==> config.mk <==
export PLATFORM = sky130hd
export DESIGN_NAME = clock_mode_fsm
export DESIGN_NICKNAME = d
export VERILOG_FILES = /design/src/rtl/clock_mode_fsm_pkg.sv /design/src/rtl/clock_mode_fsm_btn_edge.sv /design/src/rtl/clock_mode_fsm.sv
export SDC_FILE = /design/constraint.sdc
export NUM_CORES = 1
export LEC_CHECK = 0
export CAP_MARGIN = 20
export CORE_ASPECT_RATIO = 0.5
export CORE_MARGIN = 2
export CORE_UTILIZATION = 30
export CTS_BUF_LIST = sky130_fd_sc_hd__clkbuf_8
export DETAILED_ROUTE_END_ITERATION = 6
export PLACE_DENSITY = 0.56
export SLEW_MARGIN = 20
export SYNTH_ARGS = -nofsm -noshare
export SYNTH_HDL_FRONTEND = slang
export SYNTH_SLANG_ARGS = --single-unit
==> constraint.sdc <==
create_clock -name clk -period 3.6 [get_ports clk]
set_input_delay 0.54 -clock clk [delete_from_list [all_inputs] [get_ports clk]]
set_output_delay 0.54 -clock clk [all_outputs]
set_load 0.02 [all_outputs]
==> src/rtl/clock_mode_fsm_pkg.sv <==
// clock_mode_fsm_pkg: UI state codes and helpers shared by the clock UI controller and its setting stages
package clock_mode_fsm_pkg;
  typedef enum logic [2:0] {
    RUN     = 3'b000,
    SET_HR  = 3'b001,
    SET_MIN = 3'b010,
    AL_HR   = 3'b011,
    AL_MIN  = 3'b100,
    AL_EN   = 3'b101,
    SET_FMT = 3'b110
  } state_e;
  localparam logic [2:0] ILLEGAL = 3'b111;
  function automatic state_e next_mode(input state_e s);
    return (s == SET_FMT) ? RUN : state_e'(s + 3'd1);
  endfunction
  function automatic logic is_field(input state_e s);
    return s inside {SET_HR, SET_MIN, AL_HR, AL_MIN};
  endfunction
endpackage

==> src/rtl/clock_mode_fsm_btn_edge.sv <==
// btn_edge: registered rising-edge detector (clk, reset, btn in; rise out), prev reg resets high so a held button is not a press
module btn_edge (
  input  logic clk,
  input  logic reset,
  input  logic btn,
  output logic rise
);
  logic prev_q, prev_d, rise_q, rise_d;
  always_comb begin
    prev_d = btn;
    rise_d = btn & ~prev_q;
  end
  always_ff @(posedge clk) begin
    if (reset) begin
      prev_q <= 1'b1;
      rise_q <= 1'b0;
    end else begin
      prev_q <= prev_d;
      rise_q <= rise_d;
    end
  end
  assign rise = rise_q;
endmodule

==> src/rtl/clock_mode_fsm.sv <==
// clock_mode_fsm: alarm-clock UI controller (clk, reset, tick_1hz, btn_mode/up/down/set in; state, mode_disp, alarm_en, inc_pulse, dec_pulse out)
module clock_mode_fsm
  import clock_mode_fsm_pkg::*;
#(
  parameter int TIMEOUT_S = 30,
  parameter int TO_W      = 5
) (
  input  logic       clk,
  input  logic       reset,
  input  logic       tick_1hz,
  input  logic       btn_mode,
  input  logic       btn_up,
  input  logic       btn_down,
  input  logic       btn_set,
  output logic [2:0] state,
  output logic       mode_disp,
  output logic       alarm_en,
  output logic       inc_pulse,
  output logic       dec_pulse
);
  logic e_set, e_mode, e_up, e_down, any_e, act_up, act_dn, expire;
  state_e state_q, state_d;
  logic [TO_W-1:0] to_q, to_d;
  logic mode_q, mode_d, al_q, al_d, inc_q, inc_d, dec_q, dec_d;
  btn_edge u_set  (.clk(clk), .reset(reset), .btn(btn_set),  .rise(e_set));
  btn_edge u_mode (.clk(clk), .reset(reset), .btn(btn_mode), .rise(e_mode));
  btn_edge u_up   (.clk(clk), .reset(reset), .btn(btn_up),   .rise(e_up));
  btn_edge u_down (.clk(clk), .reset(reset), .btn(btn_down), .rise(e_down));
  assign any_e  = e_set | e_mode | e_up | e_down;
  assign act_up = ~e_set & ~e_mode & e_up;
  assign act_dn = ~e_set & ~e_mode & ~e_up & e_down;
  assign expire = ~any_e && state_q != RUN && tick_1hz && to_q == TO_W'(TIMEOUT_S - 1);
  always_ff @(posedge clk) begin
    if (reset) begin
      state_q <= RUN;
      to_q    <= '0;
      mode_q  <= 1'b0;
      al_q    <= 1'b0;
      inc_q   <= 1'b0;
      dec_q   <= 1'b0;
    end else begin
      state_q <= state_d;
      to_q    <= to_d;
      mode_q  <= mode_d;
      al_q    <= al_d;
      inc_q   <= inc_d;
      dec_q   <= dec_d;
    end
  end
  always_comb begin
    state_d = (state_q == state_e'(ILLEGAL) || expire || e_set) ? RUN :
              e_mode ? next_mode(state_q) : state_q;
    to_d    = (state_q == RUN || any_e || state_d != state_q) ? '0 : to_q + TO_W'(tick_1hz);
  end
  always_comb begin
    inc_d  = is_field(state_q) & act_up;
    dec_d  = is_field(state_q) & act_dn;
    al_d   = al_q ^ (state_q == AL_EN && (act_up || act_dn));
    mode_d = mode_q ^ (state_q == SET_FMT && (act_up || act_dn));
  end
  assign state     = state_q;
  assign mode_disp = mode_q;
  assign alarm_en  = al_q;
  assign inc_pulse = inc_q;
  assign dec_pulse = dec_q;
endmodule

# ---- After elaboration in Yosys (flattened, before gate mapping)
# Cells that the tools add are included.
dict set report classes {
  n_eq_ne 9
  add_sub_neg 2
  bitwise 23
  n_reduce_logical 14
  muxes 3
}
# op count
set op_table {}
lappend op_table {{3-bit == test, second input constant} 4}
lappend op_table {{1-bit AND} 10}
lappend op_table {{3-bit two-way mux} 3}
lappend op_table {{1-bit inverter} 8}
lappend op_table {{3-bit by 2-bit == test with 1-bit output, second input constant} 2}
lappend op_table {{5-bit by 1-bit adder with 5-bit output} 1}
lappend op_table {{5-bit == test, second input constant} 1}
lappend op_table {{1-bit logical AND} 5}
lappend op_table {{1-bit logical OR} 5}
lappend op_table {{4-bit nonzero test} 1}
lappend op_table {{3-bit by 1-bit adder with 3-bit output, second input constant} 1}
lappend op_table {{3-bit by 1-bit == test with 1-bit output, second input constant} 1}
lappend op_table {{3-bit zero test} 1}
lappend op_table {{3-bit inequality test} 1}
lappend op_table {{1-bit OR} 3}
lappend op_table {{3-bit nonzero test} 1}
lappend op_table {{2-bit OR reduction} 1}
lappend op_table {{1-bit bitwise XOR} 2}
dict set report word_totals {
  in_bits 7
  reg_bits 20
  out_inout_bits 7
}

# ---- Depth between registers and ports, before layout
# Gate-level depths: netlist of run 1.
dict set report logic_depth {
  word_depth 13
  mapped_depth 6
}

# ---- Cells and area by module
# A second synthesis of run 1 with hierarchy kept.
dict set report unflattened {
  cells_unflattened 88
  hier_area_um2 892.1
}
# module cells_per_inst area_each_um2 n_inst
set by_module_without_submodules {}
lappend by_module_without_submodules {clock_mode_fsm 72 656.9 1}
lappend by_module_without_submodules {btn_edge 4 58.8 4}

# ---- Least setup slack after synthesis of run 1
# OpenSTA, ideal clock, no wires.
dict set report synth_timing {
  kind {flip-flop to flip-flop}
  startpoint {reg state_q[2] (netlist: state[2])}
  endpoint {reg al_q (netlist: alarm_en)}
  path_slack_ns 1.971
  setup_time_ns 0.123
  n_path_buf 0
  stages_incl_launch_ff 4
  arrival_ns 1.506
  cell_sequence {dfxtp_1 or3b_1 nor4b_1 mux2_1}
}
dict set report synth_via {
  elab_chain_cells 3
}
# element line
set synth_lines {}
lappend synth_lines {{start: declaration} clock_mode_fsm.sv:22} ;# state_e state_q, state_d;
lappend synth_lines {{start signal: assignment} clock_mode_fsm.sv:42} ;# state_q <= state_d;
lappend synth_lines {{3-bit == test} clock_mode_fsm.sv:58} ;# al_d = al_q ^ (state_q == AL_EN && (act_up || act_dn));
lappend synth_lines {{1-bit logical AND} clock_mode_fsm.sv:58}
lappend synth_lines {{1-bit bitwise XOR} clock_mode_fsm.sv:58}
lappend synth_lines {{end signal: assignment} clock_mode_fsm.sv:45} ;# al_q <= al_d;
lappend synth_lines {{end: declaration} clock_mode_fsm.sv:24} ;# logic mode_q, mode_d, al_q, al_d, inc_q, inc_d, dec_q, dec_d;
# No other way between the ends.
# A chain may end at the register's enable or synchronous reset.

# ---- Worst setup path after layout of run 1
dict set report layout_timing {
  startpoint {reg state_q[0] (netlist: state[0])}
  endpoint {out state[0]}
}
# element line
set layout_lines {}
lappend layout_lines {{end: declaration} clock_mode_fsm.sv:15} ;# output logic [2:0] state,
# No word-level cell between the ends.

==> results of run 1 <==
==> cells in the final DEF (no fill, tap or decap), drive strengths merged, types with 2 or more instances in the layout <==
cell           instances
a211oi                 2
clkbuf                 4
clkdlybuf4s50         13
dfxtp                 20
ha                     3
mux2                   2
nand2                  3
nand2b                 2
nand3                  3
nor2                   8
nor2b                  2
nor3                   2
nor3b                  5
nor4                   4
nor4b                  4
o21ai                  2
or2                    4
or3                    2
xor2                   2
==> power by group <==
group          switching [mW]  internal, mW  total [mW]  leakage, nW
Sequential            0.00322         0.225       0.229        0.163
Clock                  0.0690        0.0972       0.166       0.0288
Combinational         0.00784        0.0122      0.0200        0.159
==> worst reg2reg max path: stages (launching register included) <==
cell	delay (ps)
dfxtp_1	470
or3b_1	400
nor4b_1	310
mux2_1	350
==> per-stage QoR <==
| step | utilization [%] | hold slack (ps) |
|---|---|---|
| 3_3_place_gp | 37.7 | 378 |
| 2_1_floorplan | - | 372 |
| 3_5_place_dp | 37.7 | 380 |
| 6_report | 39.8 | 386 |
| 5_1_grt | 39.8 | 395 |
| 4_1_cts | 39.8 | 392 |
==> kinds of logic after synthesis <==
kind of cell / after synthesis
buf+inv: 4
compound gates: 8
xor+xnor: 3
mux: 2
fa+ha+maj: 3
simple gates: 44
flops: 20
==> worst paths after layout <==
check / from / end / slack, ps / cells after the start
worst max-delay path: state[0] / state[0] / 1610 / 1
worst min-delay path: u_up.prev_q / u_up.rise / 390 / 1
worst max register to register: state[2] / alarm_en / 1960 / 3
worst min register to register: u_up.prev_q / u_up.rise / 390 / 1
==> synthesized netlist by cell type <==
master	count	share of area, %
nor4_1	4	3.0
nor3b_1	5	4.5
or2_2	4	3.0
dfxtp_1	20	48
ha_1	3	4.5
nand3b_1	1	0.90
inv_1	1	0.45
xor2_1	2	2.1
clkbuf_1	2	0.90
nor4bb_1	1	1.2
a211oi_1	2	1.8
a21boi_0	1	0.90
buf_6	1	1.4
nor3_1	2	1.2
a21oi_1	1	0.60
xnor2_1	1	1.1
nand4b_1	1	1.1
nor2b_1	2	1.5
nor4b_1	4	4.2
nand3_1	3	1.8
mux2_1	2	2.7
nand2_1	3	1.4
o211ai_1	1	0.90
nor2_1	8	3.6
o21ai_0	2	1.2
or3b_1	1	1.1
nand2b_1	2	1.5
o2111ai_1	1	1.1
and2_1	1	0.75
or3_1	2	1.5
==> routing by layer <==
layer  track usage (%)  vias up  wire length, um
met5                 0        -                0
met4              5.26        0               17
met3              3.96        2               48
met2              16.6        9              620
met1              12.5      296              773
li1                  -      329                -
==> final cells by class <==
class / instances / area, um2 / area share, %
multi-input combinational: 60 / 408 / 39.1
sequential: 20 / 400 / 38.4
timing repair buffer: 13 / 130 / 12.5
clock buffer: 4 / 55.1 / 5.28
tap: 37 / 46.3 / 4.44
inverter: 1 / 3.75 / 0.360
==> metrics, run 1 <==
Netlist cell types 30; worst path cell trace clkdlybuf4s50_1; hpwl dp 1060 um; RSZ-0062 raised after global routing false; CTS Sinks 20; H-tree levels 1; delay-heaviest family, CP buffers and inverters; Setup-failing EPs final 0; worst-path maximum fanout 12; Hold Crit Class reg -> reg; die area 3230 um2; total wire length 1460 um; # hold bufs at CTS 0; Tot GR Track Use 10.3%; outcome complete, no violations; Peak Freq 502 MHz; Pre-antenna DRT Iters 4; Slew headroom 61.4%; Syn Area/Cell 9.89 um2; Post-CTS Resized 0; max reg flops 5; Non-Filler Instances 135; Tcrit/Tclk final 55.3%; core region area 2620 um2; Routed WL per cell 10.8 um; Max-Cap Viols 0; Buffers on Ports 13; Synth Warn # 0; die width 78.4 um; count of final max-slew check failures 0; Final Worst Setup Slack 1610 ps; CTS buffer count 3; Worst Path Required 3060 ps; clock buffer depth 2; initial antenna violation count 0; Die Height 41.2 um; Slew @ Worst Pin 571 ps; slowest stage delay, CP 670 ps; CTS tree yes; Synth Area in Simple Gates 32.2%; routed via count 636; placer congestion estimate 0.669; combinational family with the most area after synthesis simple AND/OR/NAND/NOR gates; Setup TNS 0 ps; Pwr Total 415 uW; Adder-Cell Fraction of Synth Area 4.52%; register area share after synthesis 48.2%; Iteration-0 DRC Markers 49; clock root buffer clkbuf_8; Synth Area in XOR/XNOR 3.16%; arrival time worst endpoint 1450 ps; ANT nets after route 0; Finished Cell Area 1040 um2; Layout area overhead 25.6%; Skew-Pair Late Insertion Delay 250 ps; share of layout cells above drive strength 1 8.16%; I/O pins 14; vias in the first global route 541; Residual DRC 0; Slowest cell on crit path clkdlybuf4s50_1; Core Rows 13; Initial Util 31.7%; LEAKAGE 0.350 nW; final hold viol count 0; maximum VDD drop 0.203 mV; Synth Area in Compound Gates 6.48%; clk slew on worst S/H paths 70 ps; Largest Register to_q; Setup WS pre-CTS 1420 ps; Buf/Inv on CP 1; cell area after synthesis 831 um2; Cells after DPL 131; min Tclk post-route 1990 ps; first-pass GRT wire length 2420 um; power per cell area 397 nW/um2; multiplexer area fraction after synthesis 2.71%; Final #Nets 109; Mapped Cells 84; Area after DPL 988 um2; vias per cell 4.71; FILL cells 257; GRT overflow 0; largest net degree at the start of global routing 15; Critical Path Start Type register; Post-CTS Setup Inserts 0; element type at the critical path end output port; Worst Setup Path Type reg -> out; Worst Skew 1.47 ps; #FFs+latches synth 20; antenna diode count 0; post-synth net total 94
Note: power is estimated with default switching activity, not from simulation.
==> run 2: changes to the inputs <==
- PLACE_DENSITY: 0.56 -> 0.58
- clock period: 3.6 -> 1.8 ns (I/O delays scaled with it)
==> metrics, run 2 (synthesis gave the netlist of run 1 again) <==
outcome complete, no violations; Worst Setup Path Type reg -> out; routed via count 637 (+0.16%); Slew @ Worst Pin 434 ps (-136 ps); I/O pins 14 (unchanged); Peak Freq 595 MHz; Critical Path Start Type register; Pre-antenna DRT Iters 4 (unchanged); Setup-failing EPs final 0 (unchanged); hpwl dp 1090 um (+2.6%); ANT nets after route 0 (unchanged); final hold viol count 0 (unchanged); Die Height 41.2 um (unchanged); first-pass GRT wire length 2550 um (+5.5%); CTS buffer count 3 (unchanged); most common cell after layout, fill and taps aside dfxtp_1; Setup TNS 0 ps (unchanged); Routed WL per cell 10.5 um (-3.1%); vias in the first global route 595 (+10%); switching pwr 163 uW (+100%); placer congestion estimate 0.691 (+3.2%); H-tree levels 1 (unchanged); Final #Nets 115 (+5.5%); worst-path maximum fanout 10 (-2); Buffers on Ports 13 (unchanged); sequential share of power 48.5% (-6.6 points); core region area 2620 um2 (unchanged); Tcrit/Tclk final 93.4%; Core Rows 13 (unchanged); clk slew on worst S/H paths 70 ps (about the same); max reg flops 5 (unchanged); Area after DPL 1030 um2 (+4.6%); LEAKAGE 0.389 nW (+11%); worst path cell trace clkdlybuf4s50_1; Initial Util 31.7% (unchanged); Comb pwr share 5.0% (+0.2 points); crit path launch state[1]; initial antenna violation count 0 (unchanged); Hold Crit Class reg -> reg; element type at the critical path end output port; Post-CTS Setup Inserts 0 (unchanged); slowest stage delay, CP 670 ps (about the same); Layout area overhead 33.0%; Skew-Pair Late Insertion Delay 250 ps (about the same); Max-Cap Viols 0 (unchanged); FF-to-FF Start state[1]; maximum VDD drop 0.310 mV (+53%); Slowest cell on crit path clkdlybuf4s50_1; CTS tree yes; clock share of power 46.6% (+6.5 points); Residual DRC 0 (unchanged); Finished Cell Area 1100 um2 (+5.9%); Tot GR Track Use 10.7% (+0.42 points); total wire length 1480 um (+1.2%); switch share 17.4% (-1.9 points); Iteration-0 DRC Markers 26 (-47%); die area 3230 um2 (unchanged); clock buffer depth 2 (unchanged); HP Start u_up.prev_q; FILL cells 262 (+1.9%); most frequent cells in the layout dfxtp_1, clkdlybuf4s50_1, nor2_1; Int Power 774 uW (+130%); die width 78.4 um (unchanged); Worst Path Required 1530 ps (-1530 ps); vias per cell 4.52 (-4.1%); Slew headroom 71.0% (+9.6 points); arrival time worst endpoint 1410 ps (-40 ps); Post-CTS Resized 0 (unchanged); min Tclk post-route 1680 ps; Largest Register to_q; count of final max-slew check failures 0 (unchanged); antenna diode count 0 (unchanged); share of layout cells above drive strength 1 13.5% (+5.3 points); power per cell area 848 nW/um2 (+110%); # hold bufs at CTS 0 (unchanged); largest net degree at the start of global routing 14 (-1); GRT overflow 0 (unchanged); CTS Sinks 20 (unchanged); delay-heaviest family, CP buffers and inverters; clock root buffer clkbuf_8; Buf/Inv on CP 1 (unchanged); RSZ-0062 raised after global routing false; Worst Skew 2.45 ps (+0.987 ps)
[run 2: cell count changes in the layout (fill, tap and decap cells not counted), sizes merged]
cell and change:
buf +6, bufinv +1, clkbuf -1
[run 2: worst paths after layout]
kind	to	slack (ps)	depth (start not counted)
worst min register to register	u_up.rise	390	1
worst min-delay path	u_up.rise	390	1
worst max register to register	to_q[1]	260	5
worst max-delay path	state[1]	120	1
[run 2: power groups by stage]
stage / logic, mW / registers (mW) / clock network (mW)
6_report: 0.0465 / 0.454 / 0.437
5_1_grt: 0.0516 / 0.455 / 0.464
4_1_cts: 0.0469 / 0.454 / 0.447
3_5_place_dp: 0.0466 / 0.465 / 0
3_3_place_gp: 0.0464 / 0.464 / 0
2_1_floorplan: 0.0230 / 0.465 / 0
[run 2: final cells by class]
class / instances / area (um2) / share of cell area, %
inverter: 1 / 3.75 / 0.340
sequential: 20 / 400 / 36.2
tap: 37 / 46.3 / 4.19
clock inverter: 1 / 30.0 / 2.72
timing repair buffer: 19 / 175 / 15.9
clock buffer: 3 / 41.3 / 3.74
multi-input combinational: 60 / 408 / 36.9
[run 2: metrics by stage]
step	worst slack, ps	hold WS (ps)	util (%)	instances	total power, mW
3_3_place_gp	202	376	39.5	137	0.511
4_1_cts	113	394	42.2	141	0.948
5_1_grt	56.4	400	42.2	141	0.970
2_1_floorplan	171	372	-	84	0.488
3_5_place_dp	174	381	39.5	137	0.511
6_report	118	392	42.2	141	0.937
[run 2: layer usage]
metal / GRT usage, % / share of wire, %
met5: 0 / 0
met4: 1.32 / 0.41
met3: 5.29 / 3.5
met2: 18.1 / 39
met1: 13.0 / 57
